## src/rtl/mult_div_unit.sv

```systemverilog
// -----------------------------------------------------------------------------
// mult_div_unit
//
// Iterative multiply/divide unit for the HI/LO register pair.
//   MULT/MULTU : radix-2 shift-add, one multiplier bit per cycle.
//   DIV/DIVU   : restoring division, one quotient bit per cycle.
// A signed operation works on operand magnitudes, and the sign is fixed up in
// the last iteration. While an operation runs the unit holds the pipeline
// through stall_request. It then presents the result for one cycle in DONE,
// with done/hilo_write_en high.
//
// Ports
//   clk, rst        clock, asynchronous active-high reset
//   start           operation request (held by EX while stall_request is high)
//   op              00 MULT, 01 MULTU, 10 DIV, 11 DIVU
//   operand_1       multiplicand / dividend
//   operand_2       multiplier / divisor
//   flush           cancel any in-flight operation
//   stall_request   pipeline hold request
//   done            one-cycle completion pulse
//   hilo_write_en   HILO write strobe (same as done)
//   hi_write_data   product high half / remainder
//   lo_write_data   product low half / quotient
//
// DATA_WIDTH must be even and >= 8. When DIV_ZERO_FAST is 1, a divide by zero
// finishes after one cycle. The result is lo = all ones, hi = dividend.
// -----------------------------------------------------------------------------
module mult_div_unit #(
  parameter int DATA_WIDTH    = 32,
  parameter int DIV_ZERO_FAST = 1
) (
  input  logic                  clk,
  input  logic                  rst,
  input  logic                  start,
  input  logic [1:0]            op,
  input  logic [DATA_WIDTH-1:0] operand_1,
  input  logic [DATA_WIDTH-1:0] operand_2,
  input  logic                  flush,
  output logic                  stall_request,
  output logic                  done,
  output logic [DATA_WIDTH-1:0] hi_write_data,
  output logic [DATA_WIDTH-1:0] lo_write_data,
  output logic                  hilo_write_en
);

  localparam int W     = DATA_WIDTH;
  localparam int CNT_W = $clog2(DATA_WIDTH);

  typedef enum logic [1:0] {
    S_IDLE,
    S_MUL,
    S_DIV,
    S_DONE
  } state_e;

  state_e           state_q;
  logic [CNT_W-1:0] count_q;
  // MUL: acc_hi_q = partial product, acc_lo_q = multiplier shifting out /
  //      product low half shifting in, oper_q = multiplicand magnitude.
  // DIV: acc_hi_q = partial remainder, acc_lo_q = dividend shifting out /
  //      quotient shifting in, oper_q = divisor magnitude.
  logic [W-1:0]     acc_hi_q;
  logic [W-1:0]     acc_lo_q;
  logic [W-1:0]     oper_q;
  logic             neg_res_q;   // negate product / quotient at the end
  logic             neg_rem_q;   // remainder takes the dividend's sign
  logic             div_zero_q;  // fast divide-by-zero path
  // Last result actually committed to HILO, shown outside DONE.
  logic [W-1:0]     out_hi_q;
  logic [W-1:0]     out_lo_q;

  // Operand capture
  logic         op1_neg;
  logic         op2_neg;
  logic [W-1:0] op1_mag;
  logic [W-1:0] op2_mag;

  // One iteration step plus the final sign fix-up
  logic [W:0]     mul_addend;
  logic [W:0]     mul_sum;
  logic [2*W-1:0] mul_prod;
  logic [2*W-1:0] mul_fix;
  logic [W:0]     rem_shift;
  logic [W:0]     rem_diff;
  logic [W-1:0]   div_rem;
  logic [W-1:0]   div_quo;
  logic [W-1:0]   div_rem_fix;
  logic [W-1:0]   div_quo_fix;
  logic [W-1:0]   zero_hi;
  logic           last_iter;

  // NOTE: every signal assigned in always_comb gets a value on every path
  // (defaults first); a missed branch would otherwise infer a latch.
  always_comb begin
    op1_neg = ~op[0] & operand_1[W-1];
    op2_neg = ~op[0] & operand_2[W-1];
    op1_mag = op1_neg ? -operand_1 : operand_1;
    op2_mag = op2_neg ? -operand_2 : operand_2;

    // Shift-add: add the multiplicand when the current multiplier bit is 1.
    // The carry goes back into the product as it shifts right.
    mul_addend = acc_lo_q[0] ? {1'b0, oper_q} : '0;
    mul_sum    = {1'b0, acc_hi_q} + mul_addend;
    mul_prod   = {mul_sum, acc_lo_q[W-1:1]};
    mul_fix    = neg_res_q ? -mul_prod : mul_prod;

    // Restoring division: bring in the next dividend bit and try to subtract.
    // If the result goes negative, keep the shifted remainder.
    rem_shift = {acc_hi_q, acc_lo_q[W-1]};
    rem_diff  = rem_shift - {1'b0, oper_q};
    div_rem   = rem_shift[W-1:0];
    div_quo   = {acc_lo_q[W-2:0], 1'b0};
    if (!rem_diff[W]) begin
      div_rem = rem_diff[W-1:0];
      div_quo = {acc_lo_q[W-2:0], 1'b1};
    end
    div_rem_fix = neg_rem_q ? -div_rem : div_rem;
    div_quo_fix = neg_res_q ? -div_quo : div_quo;

    // Divide by zero: acc_lo_q still holds the dividend magnitude.
    // Restoring the sign gives back the original operand_1.
    zero_hi = neg_rem_q ? -acc_lo_q : acc_lo_q;

    last_iter = (count_q == CNT_W'(W - 1));
  end

  // NOTE: sequential state uses non-blocking assignments only, so every
  // register samples the values that were present before the clock edge.
  always_ff @(posedge clk or posedge rst) begin
    if (rst) begin
      state_q    <= S_IDLE;
      count_q    <= '0;
      acc_hi_q   <= '0;
      acc_lo_q   <= '0;
      oper_q     <= '0;
      neg_res_q  <= 1'b0;
      neg_rem_q  <= 1'b0;
      div_zero_q <= 1'b0;
      out_hi_q   <= '0;
      out_lo_q   <= '0;
    end else if (flush) begin
      // Drop the operation, including one sitting in DONE.
      state_q <= S_IDLE;
      count_q <= '0;
    end else begin
      case (state_q)
        S_IDLE: begin
          if (start) begin
            count_q    <= '0;
            acc_hi_q   <= '0;
            acc_lo_q   <= op[1] ? op1_mag : op2_mag;
            oper_q     <= op[1] ? op2_mag : op1_mag;
            neg_res_q  <= op1_neg ^ op2_neg;
            neg_rem_q  <= op[1] & op1_neg;
            div_zero_q <= op[1] && (operand_2 == '0) && (DIV_ZERO_FAST != 0);
            state_q    <= op[1] ? S_DIV : S_MUL;
          end
        end

        S_MUL: begin
          count_q <= count_q + CNT_W'(1);
          if (last_iter) begin
            {acc_hi_q, acc_lo_q} <= mul_fix;
            state_q              <= S_DONE;
          end else begin
            {acc_hi_q, acc_lo_q} <= mul_prod;
          end
        end

        S_DIV: begin
          count_q <= count_q + CNT_W'(1);
          if (div_zero_q) begin
            acc_hi_q <= zero_hi;
            acc_lo_q <= '1;
            state_q  <= S_DONE;
          end else if (last_iter) begin
            acc_hi_q <= div_rem_fix;
            acc_lo_q <= div_quo_fix;
            state_q  <= S_DONE;
          end else begin
            acc_hi_q <= div_rem;
            acc_lo_q <= div_quo;
          end
        end

        S_DONE: begin
          // Commit the result. A start seen here is ignored; EX must
          // present it again in IDLE.
          out_hi_q <= acc_hi_q;
          out_lo_q <= acc_lo_q;
          count_q  <= '0;
          state_q  <= S_IDLE;
        end

        default: state_q <= S_IDLE;
      endcase
    end
  end

  // done is gated by flush in the same cycle, so a flushed DONE never writes.
  assign done          = (state_q == S_DONE) & ~flush;
  assign hilo_write_en = done;
  assign stall_request = ~rst & (((state_q == S_IDLE) & start & ~flush) |
                                 (state_q == S_MUL) | (state_q == S_DIV));
  assign hi_write_data = (state_q == S_DONE) ? acc_hi_q : out_hi_q;
  assign lo_write_data = (state_q == S_DONE) ? acc_lo_q : out_lo_q;

endmodule

```

## config.mk

```make
export PLATFORM = sky130hd
export DESIGN_NAME = mult_div_unit
export DESIGN_NICKNAME = d
export VERILOG_FILES = /design/src/rtl/mult_div_unit.sv
export SDC_FILE = /design/constraint.sdc
export NUM_CORES = 1
export LEC_CHECK = 0
export ABC_CLOCK_PERIOD_IN_PS = 6530
export CAP_MARGIN = 15
export CORE_AREA = 2 2 158 276
export DETAILED_ROUTE_END_ITERATION = 8
export DIE_AREA = 0 0 160 278
export HOLD_SLACK_MARGIN = 0.03
export PLACE_DENSITY = 0.66
export SYNTH_ARGS = -nofsm -noshare
export SYNTH_HDL_FRONTEND = slang
export SYNTH_SLANG_ARGS = --single-unit
```

## constraint.sdc

```tcl
create_clock -name clk -period 6.53 [get_ports clk]
set_clock_uncertainty 0.1 [all_clocks]
set_input_delay 1.959 -clock clk [delete_from_list [all_inputs] [get_ports clk]]
set_output_delay 1.959 -clock clk [all_outputs]
set_load 0.01 [all_outputs]
```

==> metrics.txt <==
status completed; first-pass GRT wire length 128.3 mm; Nets 2835; hold path start out_hi_q[10]; Largest stage delay, worst path 0.67 ns; most common cell after layout, fill and taps aside nand2_1; Worst R2R Start acc_lo_q[0]; routability cong. 1.035; Clock Sinks 170; Global Route Usage Sum 38.63%; Yosys reg bits 170; post_cts resized 0; CTS max path bufs 2; filler cell count in the final layout 4384; Worst Hold Endpoint out_hi_q[10]; synth unique cells 86; Synthesized Nets 2811; slowest CP cell or4_1; post-synthesis sequential area ratio 22.54%; Place WS 0.9431 ns; Final Hold Viols 0; Layout area overhead 12.68%; largest net degree at the start of global routing 171; minimum clock period after layout 5.686 ns; R2R Path End acc_hi_q[26]; Reg2Reg Setup Slack 0.84 ns; setup bufs post-CTS 0; htree depth 4; worst path cell trace clkinv_1 -> buf_4 -> nor2_1 -> ha_1 -> a21o_1 -> o21bai_1 -> nor2_1 -> nand4_1 -> nand3b_1 -> xor2_1 -> nor4b_1 -> buf_4 -> nand2_1 -> or4_1 -> nor4_1 -> mux2i_1 -> o21ai_1; Power, Total 9.309 mW; Yosys Warn Count 0; Post-synth EDFFs 0; CTS tree built; WL per Instance 26.62 um; vias per cell 6.330; core area 0.04229 mm^2; CTS root buf clkbuf_16; Port Buffer Count 136; synthesized area 0.01888 mm^2; min-delay worst type flip-flop to flip-flop; top achievable clock speed 0.1759 GHz; final WL 86.80 mm; # rows 100; CTS Buf Count 17; die area 0.04448 mm^2; Worst Hold Depth 2; post-route ant nets 0; Die H 278 um; worst path buffer plus inverter count 3; Worst-path clk slew 0.07 ns; Pleak 9.031 nW; commonest cells after routing, fill and taps aside nand2_1, nor2_1, a21oi_1; ys async rst share 100.0%; antenna violations before repair 0; CTS Hold Buffers Added 0; Req. time, crit path 6.76 ns; max-cap violation count 0; Worst Setup End Kind flip-flop; DRC 0; Worst path top cell family by delay simple AND/OR/NAND/NOR gates; Peak VDD IR 0.0005314 V; Critical Path Fanout Max 22; vias in the first global route 20.22k; utilization after layout 50.30%; Final Setup Violations 0; RSZ-0062 raised after global routing no; Crit Path Class flip-flop to flip-flop; fin crit share 87.08%; post-DP HPWL 67.76 mm; antenna cells 0; vias 20.64k; Top FF cell, synth dfrtp_1; slew margin rel. 22.62%; setup TNS 0 ns; Final Max Slew Viols 0; Cell Pwr Density 437.6 mW/mm^2; Ports 137; worst slew pin tran 1.131 ns; fraction of layout cells with a size suffix above 1 6.815%; detailed router's first-iteration violation count 1781; Cells after Synth 2663; DR pass1 iterations 6; Mean Syn Cell Area 7.089 um^2; latest clock arrival within the worst-skew pair 0.48 ns; worst endpoint data arrival time 5.91 ns; startpoint types flip-flop; Overflow after GRT 0; chip width 160 um; effective utilization at floorplan 44.64%; min setup slack post-route 0.8438 ns; worst r2r path cells 17
how the worst max path moves through the flow:
stage,startpoint,endpoint,cells past startpoint
4_1_cts,flush,stall_request,4
2_1_floorplan,flush,hilo_write_en,6
3_3_place_gp,flush,stall_request,4
6_report,acc_lo_q[0],acc_hi_q[26],17
3_5_place_dp,flush,stall_request,4
5_1_grt,flush,stall_request,4
power breakdown:
part           switching, mW  leakage [nW]  internal, mW  total, mW
sequential             0.603          2.23          1.40       2.00
clock                  0.555         0.285         0.511       1.07
combinational           4.06          6.52          2.18       6.24
total                   5.22          9.03          4.09       9.31
tightest hold or removal path, delay by kind of cell, from the launching register on:
kind	cells	cell delay, ns
simple gates	2	0.11
flops	1	0.34
through the flow:
step | instances | cell area [um^2] | hold WS, ns
finish | 3261 | 21270 | 0.3756
global route | 3261 | 21270 | 0.3990
CTS | 3260 | 21270 | 0.3775
detailed placement | 3228 | 20680 | 0.3591
global placement | 3228 | 20680 | 0.3529
floorplan | 2663 | 18880 | 0.3418
metal layers:
metal | vias up | track usage [%] | part of all wire [%]
li1 | 9470 | - | -
met1 | 9828 | 38.33 | 33
met2 | 967 | 68.55 | 50
met3 | 377 | 5.589 | 5.9
met4 | 0 | 36.36 | 11
met5 | - | 0 | 0
cell type report:
cell class | instances | area (um^2) | share of cell area [%]
sequential | 170 | 4255 | 20.01
inverter | 79 | 300.3 | 1.412
timing repair buffer | 191 | 1794 | 8.435
clock buffer | 17 | 425.4 | 2.000
multi-input combinational | 2228 | 13640 | 64.12
clock inverter | 15 | 155.1 | 0.7294
tap | 561 | 701.9 | 3.300
synthesized netlist by cell type, drive strengths merged, types with 68 or more instances:
master    n  area share [%]
nand2   419             8.3
nor2    277             5.5
o21ai   247             6.5
a21oi   224             5.9
dfrtp   170              23
clkbuf  161             3.2
xnor2   149             6.9
xor2    107             5.0
inv      78             1.6
ha       76             5.0
mux2     68             4.1
nand3    68             1.8
kinds of logic (layout without fill, tap and decap cells):
group | after synthesis | count (layout) | share of synthesized area [%]
adder cells (fa/ha/maj) | 78 | 78 | 5.250
AND/OR/NAND/NOR | 1060 | 1060 | 25.91
XOR/XNOR | 256 | 256 | 11.88
AO/OA/AOI/OAI | 746 | 746 | 23.93
multiplexers | 88 | 88 | 5.117
buffers and inverters | 265 | 302 | 5.375
flip-flops | 170 | 170 | 22.54
flip-flops by register name, indices dropped and copies added, names as in the netlist:
register / count
out_hi_q: 32
acc_hi_q: 32
count_q: 5
out_lo_q: 32
oper_q: 32
acc_lo_q: 32
state_q: 2
neg_rem_q: 1
div_zero_q: 1
neg_res_q: 1
(Power assumes the default switching activity.)
